$ cat src/rtl/wta_label_ctrl_pkg.sv
// Shared types and defaults for the winner-take-all label controller.
// Holds the FSM state encoding, the parameter defaults and the counter width.
package wta_label_ctrl_pkg;

   typedef enum logic [1:0] {
      ST_IDLE    = 2'd0,
      ST_HOLD    = 2'd1,
      ST_REFRACT = 2'd2
   } state_t;

   localparam int DEF_WIDTH   = 19;
   localparam int DEF_WINDOW  = 16;
   localparam int DEF_REFRACT = 8;
   localparam int CNT_W       = 8;

endpackage

$ cat src/rtl/wta_label_ctrl_onehot5_to_bin.sv
// Combinational one-hot [5:1] to binary 1..5 converter.
// Flags an all-zero input and any input with more than one bit set.
module onehot5_to_bin (
   input  logic [5:1] onehot,
   output logic [2:0] bin,
   output logic       is_zero,
   output logic       is_multi
);

   always_comb begin
      bin      = 3'd0;
      is_zero  = 1'b0;
      is_multi = 1'b0;
      case (onehot)
         5'b00000: is_zero  = 1'b1;
         5'b00001: bin      = 3'd1;
         5'b00010: bin      = 3'd2;
         5'b00100: bin      = 3'd3;
         5'b01000: bin      = 3'd4;
         5'b10000: bin      = 3'd5;
         default:  is_multi = 1'b1;
      endcase
   end

endmodule

$ cat src/rtl/wta_label_ctrl.sv
// Winner-take-all label controller: accepts a comparator winner, waits for a
// supervisor label within a window, then scores it and sits out a refractory period.
module wta_label_ctrl
   import wta_label_ctrl_pkg::*;
#(
   parameter int p_width   = DEF_WIDTH,
   parameter int p_window  = DEF_WINDOW,
   parameter int p_refract = DEF_REFRACT
) (
   input  logic               w_nclk,
   input  logic               i_rst_n,
   input  logic [5:1]         i_index,
   input  logic [p_width-1:0] i_result,
   input  logic               i_label_valid,
   input  logic [5:1]         i_label,
   output logic               o_event,
   output logic [2:0]         o_winner,
   output logic [p_width-1:0] o_potential,
   output logic               o_reward,
   output logic               o_punish,
   output logic               o_miss,
   output logic               o_err,
   output logic               o_busy,
   output logic [CNT_W-1:0]   o_reward_cnt
);

   localparam logic [CNT_W-1:0] WINDOW_LOAD  = CNT_W'(p_window - 1);
   localparam logic [CNT_W-1:0] REFRACT_LOAD = CNT_W'(p_refract - 1);
   localparam logic [CNT_W-1:0] CNT_MAX      = {CNT_W{1'b1}};

   state_t             state, state_n;
   logic [CNT_W-1:0]   cnt, cnt_n;
   logic [5:1]         win_onehot, win_onehot_n;
   logic [2:0]         winner_n;
   logic [p_width-1:0] potential_n;
   logic               event_n, reward_n, punish_n, miss_n, err_n, busy_n;
   logic [CNT_W-1:0]   reward_cnt_n;

   logic [2:0]         idx_bin;
   logic               idx_zero;
   logic               idx_multi;

   onehot5_to_bin u_idx_dec (
      .onehot   (i_index),
      .bin      (idx_bin),
      .is_zero  (idx_zero),
      .is_multi (idx_multi)
   );

   // State, counter, latched winner and every output are registered together.
   always_ff @(posedge w_nclk or negedge i_rst_n) begin
      if (!i_rst_n) begin
         state        <= ST_IDLE;
         cnt          <= '0;
         win_onehot   <= '0;
         o_winner     <= '0;
         o_potential  <= '0;
         o_event      <= 1'b0;
         o_reward     <= 1'b0;
         o_punish     <= 1'b0;
         o_miss       <= 1'b0;
         o_err        <= 1'b0;
         o_busy       <= 1'b0;
         o_reward_cnt <= '0;
      end else begin
         state        <= state_n;
         cnt          <= cnt_n;
         win_onehot   <= win_onehot_n;
         o_winner     <= winner_n;
         o_potential  <= potential_n;
         o_event      <= event_n;
         o_reward     <= reward_n;
         o_punish     <= punish_n;
         o_miss       <= miss_n;
         o_err        <= err_n;
         o_busy       <= busy_n;
         o_reward_cnt <= reward_cnt_n;
      end
   end

   // Next-state and next-output logic; pulses default low every cycle.
   always_comb begin
      state_n      = state;
      cnt_n        = cnt;
      win_onehot_n = win_onehot;
      winner_n     = o_winner;
      potential_n  = o_potential;
      event_n      = 1'b0;
      reward_n     = 1'b0;
      punish_n     = 1'b0;
      miss_n       = 1'b0;
      err_n        = 1'b0;
      case (state)
         ST_IDLE: begin
            if (idx_multi) begin
               err_n = 1'b1;
            end else if (!idx_zero) begin
               event_n      = 1'b1;
               win_onehot_n = i_index;
               winner_n     = idx_bin;
               potential_n  = i_result;
               if (i_label_valid) begin
                  reward_n = (i_label == i_index);
                  punish_n = (i_label != i_index);
                  cnt_n    = REFRACT_LOAD;
                  state_n  = ST_REFRACT;
               end else begin
                  cnt_n   = WINDOW_LOAD;
                  state_n = ST_HOLD;
               end
            end else if (i_label_valid) begin
               miss_n = 1'b1;
            end
         end
         ST_HOLD: begin
            if (i_label_valid) begin
               reward_n = (i_label == win_onehot);
               punish_n = (i_label != win_onehot);
               cnt_n    = REFRACT_LOAD;
               state_n  = ST_REFRACT;
            end else if (cnt == '0) begin
               miss_n  = 1'b1;
               cnt_n   = REFRACT_LOAD;
               state_n = ST_REFRACT;
            end else begin
               cnt_n = cnt - 1'b1;
            end
         end
         ST_REFRACT: begin
            if (cnt == '0) begin
               state_n = ST_IDLE;
            end else begin
               cnt_n = cnt - 1'b1;
            end
         end
         default: begin
            state_n = ST_IDLE;
            cnt_n   = '0;
         end
      endcase
      busy_n       = (state_n != ST_IDLE);
      reward_cnt_n = o_reward_cnt;
      if (reward_n && (o_reward_cnt != CNT_MAX)) begin
         reward_cnt_n = o_reward_cnt + 1'b1;
      end
   end

endmodule

$ cat config.mk
export PLATFORM = sky130hd
export DESIGN_NAME = wta_label_ctrl
export DESIGN_NICKNAME = d
export VERILOG_FILES = /design/src/rtl/wta_label_ctrl_pkg.sv /design/src/rtl/wta_label_ctrl_onehot5_to_bin.sv /design/src/rtl/wta_label_ctrl.sv
export SDC_FILE = /design/constraint.sdc
export NUM_CORES = 1
export LEC_CHECK = 0
export ABC_AREA = 1
export BUFFER_PORTS_ARGS = -buffer_cell sky130_fd_sc_hd__buf_4
export CELL_PAD_IN_SITES_DETAIL_PLACEMENT = 0
export CELL_PAD_IN_SITES_GLOBAL_PLACEMENT = 1
export CORE_UTILIZATION = 36
export CTS_BUF_LIST = sky130_fd_sc_hd__clkbuf_8
export CTS_CLUSTER_DIAMETER = 100
export DETAILED_ROUTE_END_ITERATION = 8
export GPL_ROUTABILITY_DRIVEN = 0
export PLACE_DENSITY_LB_ADDON = 0.2
export SLEW_MARGIN = 10
export SYNTH_ARGS = -nofsm -noshare
export SYNTH_HDL_FRONTEND = slang
export SYNTH_SLANG_ARGS = --single-unit
$ cat constraint.sdc
create_clock -name w_nclk -period 1.6 [get_ports w_nclk]
set_clock_uncertainty 0.2 [all_clocks]
set_input_delay 0.32 -clock w_nclk [delete_from_list [all_inputs] [get_ports w_nclk]]
set_output_delay 0.32 -clock w_nclk [all_outputs]
set_load 0.05 [all_outputs]
==> impl_results.md, run 1 <==
- Status: finished with violations
- Failing checks: setup timing
- Pleak: 2.140 nW
- Critical path's largest stage delay: 0.40 ns
- Port bufs: 67
- Core outline area: 0.007253 mm2
- FP Rows: 31
- Seq cells post-synth: 51
- Required @ worst endpoint: 1.61 ns
- Minimum clock period: 1.688 ns
- Crit-path leading delay family: simple AND/OR/NAND/NOR gates
- CP Cell Sequence: inv_2, ha_4, inv_2, nor2_2, nand4_1, buf_4, nand3_2, nand2_2, o21ai_2, nand2_1, nand2_1, nand2_1
- RSZ-0062 raised after global routing: yes
- Initial DRC Count: 103
- Initial core utilization: 37.36%
- Clock Sinks: 51
- Slew HR: 80.29%
- Worst-Skew Late Latency: 0.31 ns
- DRT antenna net count: 0
- Vias/cell: 4.598
- Maximum root-to-sink buffer count: 2
- HPWL after DPL: 5.078 mm
- Diodes inserted: 0
- Chip Height: 88.77 um
- Crit share post-route: 105.5%
- Final Max Slew Viols: 0
- Fillers: 691
- Layout area overhead: 45.61%
- CP max stage cell: dfrtp_1
- Worst Tran Pin Value: 0.2956 ns
- TritonCTS clock tree: yes
- Synthesized instance count: 352
- Reg2Reg Setup Slack: -0.09 ns
- Pwr/cell area: 1662 mW/mm2
- Antenna violations before repair: 0
- Largest net degree at the start of global routing: 25
- Arr. time, crit path: 1.70 ns
- CTS H-Tree Depth: 2
- Proportion of layout cells with a drive suffix above 1: 37.39%
- Die width: 88.77 um
- Final core occ: 54.41%
- Syn nets: 386
- Syn_area_per_cell: 7.699 um2
- Crit Path Category: flip-flop to flip-flop
- Distinct cells, synth: 26
- Post-Syn Area: 0.002710 mm2
- Global route total overflow: 0
- First-pass GRT wire length: 11.48 mm
- Via count: 2607
- Most numerous cell on the critical path: nand2_1
- Tot GR Track Use: 19.14%
- Cts bufs inserted: 5
- Count of endpoints failing setup in the final report: 9
- Hold Vio Cnt, Final: 0
- Root Driver: clkbuf_8
- Final wirelength: 6.911 mm
- Placed insts: 551
- Die area: 0.007879 mm2
- DR WL/cell: 12.19 um
- Worst VDD drop: 0.0008042 V
- Setup crit end kind: flip-flop
- Synth warn: 0
- Critical Path Fanout Max: 3
- Vias in the first global route: 2431
- Final cell count without fillers: 567
- Max Cap Violations: 0
- Hold WC Path Type: input pin to flip-flop
- Reg clk slew, reported paths: 0.11 ns
- Max frequency: 592.5 MHz
- Fin nets: 501
- IO Pins: 68
- Drt drc: 0
- Post-synthesis sequential area ratio: 47.09%
- CP Buf/Inv Count: 3
- Final setup margin: -0.08787 ns
- Worst setup SP type: flip-flop
- DRT Pass-1 Iters: 4
==> cells by family (layout without fill, tap and decap cells) <==
kind of cell | Yosys count | count (layout) | synth area share (%)
xor+xnor | 14 | 14 | 4.525
buf+inv | 41 | 157 | 6.464
compound gates | 17 | 17 | 3.601
fa+ha+maj | 2 | 2 | 0.9232
simple gates | 227 | 227 | 37.40
flops | 51 | 51 | 47.09
==> placed cells by master (no fill, tap or decap) <==
master / synthesis / final
a21oi_2: 0 / 1
a2bb2oi_1: 1 / 1
buf_12: 0 / 4
buf_4: 1 / 109
buf_6: 2 / 1
clkbuf_8: 0 / 6
clkinv_1: 1 / 1
clkinv_4: 0 / 1
clkinvlp_4: 0 / 1
dfrtp_1: 51 / 45
dfrtp_2: 0 / 6
dlygate4sd3_1: 0 / 1
ha_4: 0 / 2
inv_1: 25 / 22
inv_2: 8 / 10
inv_4: 0 / 1
nand2_1: 130 / 121
nand2_2: 5 / 12
nand2_4: 2 / 4
nand3_1: 51 / 47
nand3_2: 0 / 2
nand3_4: 0 / 2
nand4_1: 10 / 10
nor2_1: 24 / 19
nor2_2: 2 / 4
nor2_4: 1 / 4
nor2_8: 2 / 2
o21ai_0: 5 / 4
o21ai_1: 7 / 6
o21ai_2: 1 / 3
o31ai_1: 2 / 2
xnor2_1: 5 / 5
xor2_1: 9 / 9
==> Yosys cell counts (all sizes together) <==
cell / count / area, um2
a21oi: 1 / 5.000
a2bb2oi: 1 / 8.760
buf: 5 / 40.04
clkbuf: 2 / 7.510
clkinv: 1 / 3.750
dfrtp: 51 / 1276
ha: 2 / 25.02
inv: 33 / 123.9
nand2: 137 / 541.8
nand3: 51 / 255.2
nand4: 10 / 62.56
nor2: 29 / 153.9
o21ai: 13 / 68.81
o31ai: 2 / 15.01
xnor2: 5 / 43.79
xor2: 9 / 78.83
==> area by class of cell <==
type	instances	area, um2	area share, %
repair buffers	115	919.6	23.30
flip-flops and latches	51	1284	32.53
multi-input cells	260	1390	35.23
clock buffers	6	82.58	2.093
well taps	99	123.9	3.139
inverters	34	130.1	3.297
clock inverters	2	16.27	0.4122
==> layer usage <==
metal | routed length [um] | vias up | track usage (%) | share of wire [%]
met4 | 72 | 0 | 4.839 | 1.0
met3 | 209 | 6 | 2.239 | 3.0
met2 | 3482 | 49 | 33.85 | 50
li1 | - | 1350 | - | -
met1 | 3147 | 1202 | 24.85 | 46
met5 | 0 | - | 0 | 0
==> worst register-to-register path, delay by kind of cell (launching register included) <==
family	cells	cell delay, ns
compound gates	1	0.05
fa+ha+maj	1	0.13
buf+inv	3	0.30
flops	1	0.40
simple gates	7	0.49
==> where the power goes <==
| group | internal [W] | switching (W) |
|---|---|---|
| logic | 0.00130 | 0.00236 |
| registers | 0.00175 | 0.000318 |
| clock network | 0.000355 | 0.000475 |
==> per-stage QoR <==
stage / hold WS (ns) / setup TNS, ns / area [um2] / worst slack, ns / power, W
final: 0.03252 / -0.6213 / 3946 / -0.08787 / 0.006559
after global routing: 0.03106 / -2.540 / 3946 / -0.2210 / 0.007009
after CTS: 0.02405 / -0.6126 / 3840 / -0.08345 / 0.006519
after detailed placement: 0.02981 / -9.356 / 3685 / -0.2416 / 0.005596
after global placement: 0.02555 / -8.671 / 3685 / -0.2109 / 0.005566
after floorplan: -0.1756 / -0.2733 / 2784 / -0.03243 / 0.004327
==> state kept, by name (all words and copies together) (netlist names) <==
register	count
o_potential	19
o_reward_cnt	8
o_err	1
o_miss	1
cnt	8
o_event	1
o_punish	1
o_reward	1
win_onehot	5
o_busy	1
o_winner	3
state	2
==> path summary, 6_finish.rpt <==
kind / endpoint / cells after the start / from
min in group asynchronous: o_reward_cnt[2] / 2 / i_rst_n
min: o_potential[14] / 3 / i_result[14]
max: cnt[3] / 12 / cnt[1]
max reg2reg: cnt[3] / 12 / cnt[1]
max in group asynchronous: win_onehot[3] / 3 / i_rst_n
min reg2reg: o_potential[10] / 2 / o_potential[10]
==> what timing repair did <==
item / 4_1_cts / 5_1_grt
buffers inserted: 2 / 5
endpoints found under the hold margin: 48 / 0
pin swaps: 4 / 6
hold buffers: 1 / 0
gates resized for setup: 6 / 19
setup endpoints to repair: 18 / 46
Note: power is estimated with default switching activity, not from simulation.
==> run 2, diff against run 1 <==
--- a/config.mk
+++ b/config.mk
@@ -9,12 +9,13 @@
 export BUFFER_PORTS_ARGS = -buffer_cell sky130_fd_sc_hd__buf_4
 export CELL_PAD_IN_SITES_DETAIL_PLACEMENT = 0
 export CELL_PAD_IN_SITES_GLOBAL_PLACEMENT = 1
+export CORE_MARGIN = 4
 export CORE_UTILIZATION = 36
 export CTS_BUF_LIST = sky130_fd_sc_hd__clkbuf_8
 export CTS_CLUSTER_DIAMETER = 100
 export DETAILED_ROUTE_END_ITERATION = 8
 export GPL_ROUTABILITY_DRIVEN = 0
-export PLACE_DENSITY_LB_ADDON = 0.2
+export PLACE_DENSITY_LB_ADDON = 0.1
 export SLEW_MARGIN = 10
 export SYNTH_ARGS = -nofsm -noshare
 export SYNTH_HDL_FRONTEND = slang
==> run 2 against run 1 <==
Net effect: the flow still finishes with violations (setup timing); register-to-register slack improved by 0.03 ns; largest cell class unchanged; maximum frequency rose by 2.0%; power is 0.79% higher; routed wire length is 3.2% higher; clock power up 8.1%; sequential share of layout area shrank 0.90 points; critical endpoint is now cnt[4].
==> impl_results.md, run 2 (same netlist as run 1, synthesis figures left out) <==
- DR WL/cell: 12.51 um
- Vias in the first global route: 2554
- Cts bufs inserted: 5
- Proportion of layout cells with a drive suffix above 1: 39.92%
- Root Driver: clkbuf_8
- IO Pins: 68
- First-pass GRT wire length: 11.81 mm
- Max FFs per register: 19
- Switching power: 0.003121 W
- Die area: 0.008980 mm2
- Vias/cell: 4.589
- Reg2Reg Launch Point: cnt[1]
- Diodes inserted: 0
- Largest regs: o_potential x19, cnt x8, o_reward_cnt x8
- Status: finished with violations
- Gate power share: 54.9%
- Worst slack, placed: -0.2452 ns
- Worst VDD drop: 0.0005869 V
- CTS H-Tree Depth: 2
- Setup crit end kind: flip-flop
- Max frequency: 604.5 MHz
- Worst Tran Pin Value: 0.3481 ns
- Maximum root-to-sink buffer count: 2
- RSZ-0062 raised after global routing: yes
- Final wirelength: 7.132 mm
- Pwr/cell area: 1626 mW/mm2
- Seq pwr share: 31.5%
- Clock Sinks: 51
- Core outline area: 0.007292 mm2
- Required @ worst endpoint: 1.60 ns
- Minimum clock period: 1.654 ns
- Count of endpoints failing setup in the final report: 8
- Reg with most FFs: o_potential
- Failing checks: setup timing
- Hold Vio Cnt, Final: 0
- Arr. time, crit path: 1.66 ns
- Fillers: 733
- Clock power share: 13.6%
- Initial DRC Count: 66
- Placed instance area: 0.003745 mm2
- Worst setup SP type: flip-flop
- Reg clk slew, reported paths: 0.10 ns
- Design area: 0.004066 mm2
- Worst Setup SP: cnt[1]
- Final Max Slew Viols: 0
- Hold WC Path Type: input pin to flip-flop
- Port bufs: 67
- Max Cap Violations: 0
- Most frequent cells in the layout: nand2_1 (116), buf_4 (107), dfrtp_1 (43)
- Chip Height: 94.77 um
- Final setup margin: -0.05434 ns
- Slew HR: 76.79%
- Critical Path Fanout Max: 10
- Antenna violations before repair: 0
- DRT antenna net count: 0
- Crit share post-route: 103.4%
- Layout area overhead: 50.05%
- Die width: 94.77 um
- Drt drc: 0
- Fin nets: 504
- Worst-Skew Late Latency: 0.30 ns
- P_int: 0.003490 W
- Initial core utilization: 37.17%
- Crit Path Category: flip-flop to flip-flop
- Hold path startpoint: i_result[11]
- TritonCTS clock tree: yes
- Largest net degree at the start of global routing: 27
- DRT Pass-1 Iters: 4
- Switching Share: 47.21%
- Tot GR Track Use: 16.64%
- Commonest non-fill, non-tap cell in the layout: nand2_1
- HPWL after DPL: 5.356 mm
- FP Rows: 31
- Pleak: 2.175 nW
- Via count: 2616
- Global route total overflow: 0
run 2: cell count changes in the layout (fill, tap and decap cells not counted), moves of 5 or more:
cell / previous run / this run
nand2_1: 121 / 116
nand3_2: 2 / 7
nand3_1: 47 / 42
buf_6: 1 / 7
run 2: path summary, 6_finish.rpt:
| kind | to | slack, ns | cells after the start |
|---|---|---|---|
| hold reg to reg | o_potential[5] | 0.28 | 2 |
| setup reg to reg | cnt[4] | -0.05 | 11 |
| hold / removal | o_potential[11] | 0.04 | 3 |
| max in group asynchronous | win_onehot[5] | 0.50 | 3 |
| min in group asynchronous | o_potential[14] | 0.26 | 2 |
| setup / recovery | cnt[4] | -0.05 | 11 |
run 2: final cells by class:
| type | instances | area (um2) | area share, % |
|---|---|---|---|
| multi-input combinational | 261 | 1481 | 36.43 |
| timing repair buffer | 117 | 932.1 | 22.92 |
| clock buffer | 5 | 68.82 | 1.692 |
| tap | 99 | 123.9 | 3.046 |
| inverter | 34 | 132.6 | 3.262 |
| clock inverter | 3 | 41.29 | 1.015 |
| sequential | 51 | 1286 | 31.63 |
run 2: per-stage QoR:
stage               power, W  std cells  hold slack (ns)  util [%]  setup TNS [ns]
finish              0.006611        570          0.03911     55.77         -0.3439
global route        0.007095        570          0.03524     55.77          -2.259
CTS                 0.006601        568          0.02871     53.41         -0.7506
detailed placement  0.005633        559          0.05432     51.36          -9.564
global placement    0.005598        559          0.05041     51.36          -8.950
floorplan           0.004327        352          -0.1756         -         -0.2733
run 2: layer usage:
| layer | part of all wire, % | GRT usage, % |
|---|---|---|
| met5 | 0 | 0 |
| met4 | 1.1 | 3.966 |
| met3 | 4.5 | 3.267 |
| met2 | 48 | 27.54 |
| met1 | 47 | 22.43 |
run 2: timing repair:
item / 4_1_cts / 5_1_grt
endpoints found under the setup margin: 11 / 46
cloned: 0 / 1
pin swaps: 4 / 19
hold endpoints to repair: 24 / 0
hold buffers: 1 / 0
resized for setup: 8 / 42
setup buffers: 0 / 2
run 2: critical path: stages, from the launching register on:
cell and delay (ns):
dfrtp_1 0.40, inv_2 0.08, ha_4 0.13, inv_2 0.03, nor2_2 0.07, nand4_1 0.11
o21ai_1 0.17, inv_2 0.10, nand2_8 0.11, inv_6 0.05, nand2_1 0.06, nand2_1 0.04
run 2: power by group through the flow:
stage | registers, W | clock network, W | logic (W)
detailed placement | 0.00210 | 0 | 0.00354
CTS | 0.00208 | 0.000940 | 0.00359
global placement | 0.00210 | 0 | 0.00349
finish | 0.00208 | 0.000896 | 0.00363
global route | 0.00215 | 0.000989 | 0.00395
floorplan | 0.00320 | 0 | 0.00113
==> run 3, diff against run 2 <==
--- a/config.mk
+++ b/config.mk
@@ -15,6 +15,7 @@
 export CTS_CLUSTER_DIAMETER = 100
 export DETAILED_ROUTE_END_ITERATION = 8
 export GPL_ROUTABILITY_DRIVEN = 0
+export HOLD_SLACK_MARGIN = 0.1
 export PLACE_DENSITY_LB_ADDON = 0.1
 export SLEW_MARGIN = 10
 export SYNTH_ARGS = -nofsm -noshare
==> run 3 against run 2 <==
Net effect: the flow still finishes with violations (setup timing); worst setup slack worse by 0.0021 ns; sequential share of layout area is 1.5 points lower; utilization rose by 2.8 points; maximum frequency shrank 0.13%; count of clock-buffer cells in the layout did not move; cell area is 5.0% higher; global-route usage increased by 0.47 points; worst hold slack gained 0.13 ns; die area did not move; via count grew 2.9%; routed wire length up 3.6%; sequential power barely moved; critical endpoint is now cnt[3]; largest power group unchanged.
==> impl_results.md, run 3 (same netlist as run 1, synthesis figures left out) <==
- Status: finished with violations
- Failing checks: setup timing
- Largest regs: o_potential x19, cnt x8, o_reward_cnt x8
- Via count: 2692
- Worst-Skew Late Latency: 0.30 ns
- Fillers: 708
- Critical path's largest stage delay: 0.40 ns
- Port bufs: 67
- Final core occ: 58.55%
- Pwr/cell area: 1568 mW/mm2
- Commonest non-fill, non-tap cell in the layout: nand2_1
- DRT antenna net count: 0
- DR WL/cell: 12.50 um
- HPWL after DPL: 5.356 mm
- Worst Tran Pin Value: 0.3485 ns
- Pleak: 2.264 nW
- CP max stage cell: dfrtp_1
- Antenna violations before repair: 0
- Slew HR: 76.77%
- Worst setup SP type: flip-flop
- Root Driver: clkbuf_8
- CP Cell Sequence: inv_2, ha_4, inv_2, nor2_2, nand4_1, buf_4, nand3_4, nand2_1, o21ai_0, nand2_1, nand2_2, nand2_1
- CP Buf/Inv Count: 3
- Chip Height: 94.77 um
- First-pass GRT wire length: 12.19 mm
- Tot GR Track Use: 17.11%
- Final setup margin: -0.05648 ns
- Crit Path Category: flip-flop to flip-flop
- Power, Total: 0.006692 W
- Arr. time, crit path: 1.66 ns
- IO Pins: 68
- Most frequent cells in the layout: nand2_1 (116), buf_4 (109), dfrtp_1 (43)
- Cts bufs inserted: 5
- Critical Path Fanout Max: 3
- Crit share post-route: 103.5%
- Final wirelength: 7.388 mm
- Count of endpoints failing setup in the final report: 8
- Core outline area: 0.007292 mm2
- Hold WC Path Type: input pin to flip-flop
- TritonCTS clock tree: yes
- Clock Sinks: 51
- Global route total overflow: 0
- CTS H-Tree Depth: 2
- Hold Vio Cnt, Final: 0
- Multi-input gate area: 0.001479 mm2
- Max Cap Violations: 0
- Required @ worst endpoint: 1.60 ns
- Vias/cell: 4.555
- Die width: 94.77 um
- Setup crit end kind: flip-flop
- Hold_ws: 0.1715 ns
- DRT Pass-1 Iters: 4
- Maximum root-to-sink buffer count: 2
- Max FFs per register: 19
- Register area: 0.001286 mm2
- Minimum clock period: 1.656 ns
- Drt drc: 0
- Diodes inserted: 0
- Proportion of layout cells with a drive suffix above 1: 38.41%
- Worst VDD drop: 0.0005478 V
- Layout area overhead: 57.53%
- Reg with most FFs: o_potential
- Most numerous cell on the critical path: nand2_1
- Crit-path leading delay family: simple AND/OR/NAND/NOR gates
- Largest net degree at the start of global routing: 27
- Max frequency: 603.7 MHz
- Die area: 0.008980 mm2
- Initial core utilization: 37.17%
- Reg clk slew, reported paths: 0.10 ns
- Vias in the first global route: 2651
- Final Max Slew Viols: 0
- FP Rows: 31
- RSZ-0062 raised after global routing: yes
- Initial DRC Count: 67
- Fin nets: 525
run 3: power breakdown:
part | internal [W] | switching [W]
sequential | 0.00176 | 0.000326
clock | 0.000461 | 0.000442
combinational | 0.00133 | 0.00238
run 3: routing by layer:
| layer | GRT usage, % | vias up | wire, um |
|---|---|---|---|
| met5 | 0 | - | 0 |
| met4 | 3.966 | 0 | 82 |
| met3 | 3.028 | 8 | 282 |
| met2 | 28.60 | 46 | 3522 |
| met1 | 23.07 | 1235 | 3500 |
| li1 | - | 1403 | - |
run 3: worst paths after layout:
path / startpoint / to / slack, ns / depth (start not counted)
max in group asynchronous: i_rst_n / win_onehot[5] / 0.51 / 3
min in group asynchronous: i_rst_n / o_potential[14] / 0.25 / 2
worst min register to register: o_potential[5] / o_potential[5] / 0.28 / 2
worst max register to register: cnt[1] / cnt[3] / -0.06 / 12
worst min-delay path: i_label_valid / o_punish / 0.17 / 3
worst max-delay path: cnt[1] / cnt[3] / -0.06 / 12
run 3: cell type report:
class                           instances  share of cell area [%]
Timing Repair Buffer                  138                   26.64
Tap cell                               99                   2.902
Sequential cell                        51                   30.13
Clock inverter                          3                  0.9672
Inverter                               34                   3.107
Clock buffer                            5                   1.612
Multi-Input combinational cell        261                   34.64
run 3: worst reg2reg max path, stage by stage, from the launching register on:
cell and delay, ns:
dfrtp_1 0.40, inv_2 0.08, ha_4 0.13, inv_2 0.03, nor2_2 0.07, nand4_1 0.11
buf_4 0.18, nand3_4 0.06, nand2_1 0.05, o21ai_0 0.06, nand2_1 0.08, nand2_2 0.06
nand2_1 0.04
run 3: through the flow:
step	setup slack (ns)	area (um2)	setup TNS, ns	std cells
global placement	-0.2395	3745	-8.950	559
detailed placement	-0.2452	3745	-9.564	559
finish	-0.05648	4269	-0.3470	591
CTS	-0.1011	4085	-0.7506	587
global route	-0.2169	4269	-2.311	591
floorplan	-0.03243	2784	-0.2733	352
run 3: repair_timing:
action / CTS / global route
resized for setup: 8 / 41
buffers inserted: 0 / 3
pin swaps: 4 / 18
cloned: 0 / 1
setup endpoints to repair: 11 / 48
hold buffers: 20 / 0
endpoints found under the hold margin: 70 / 0
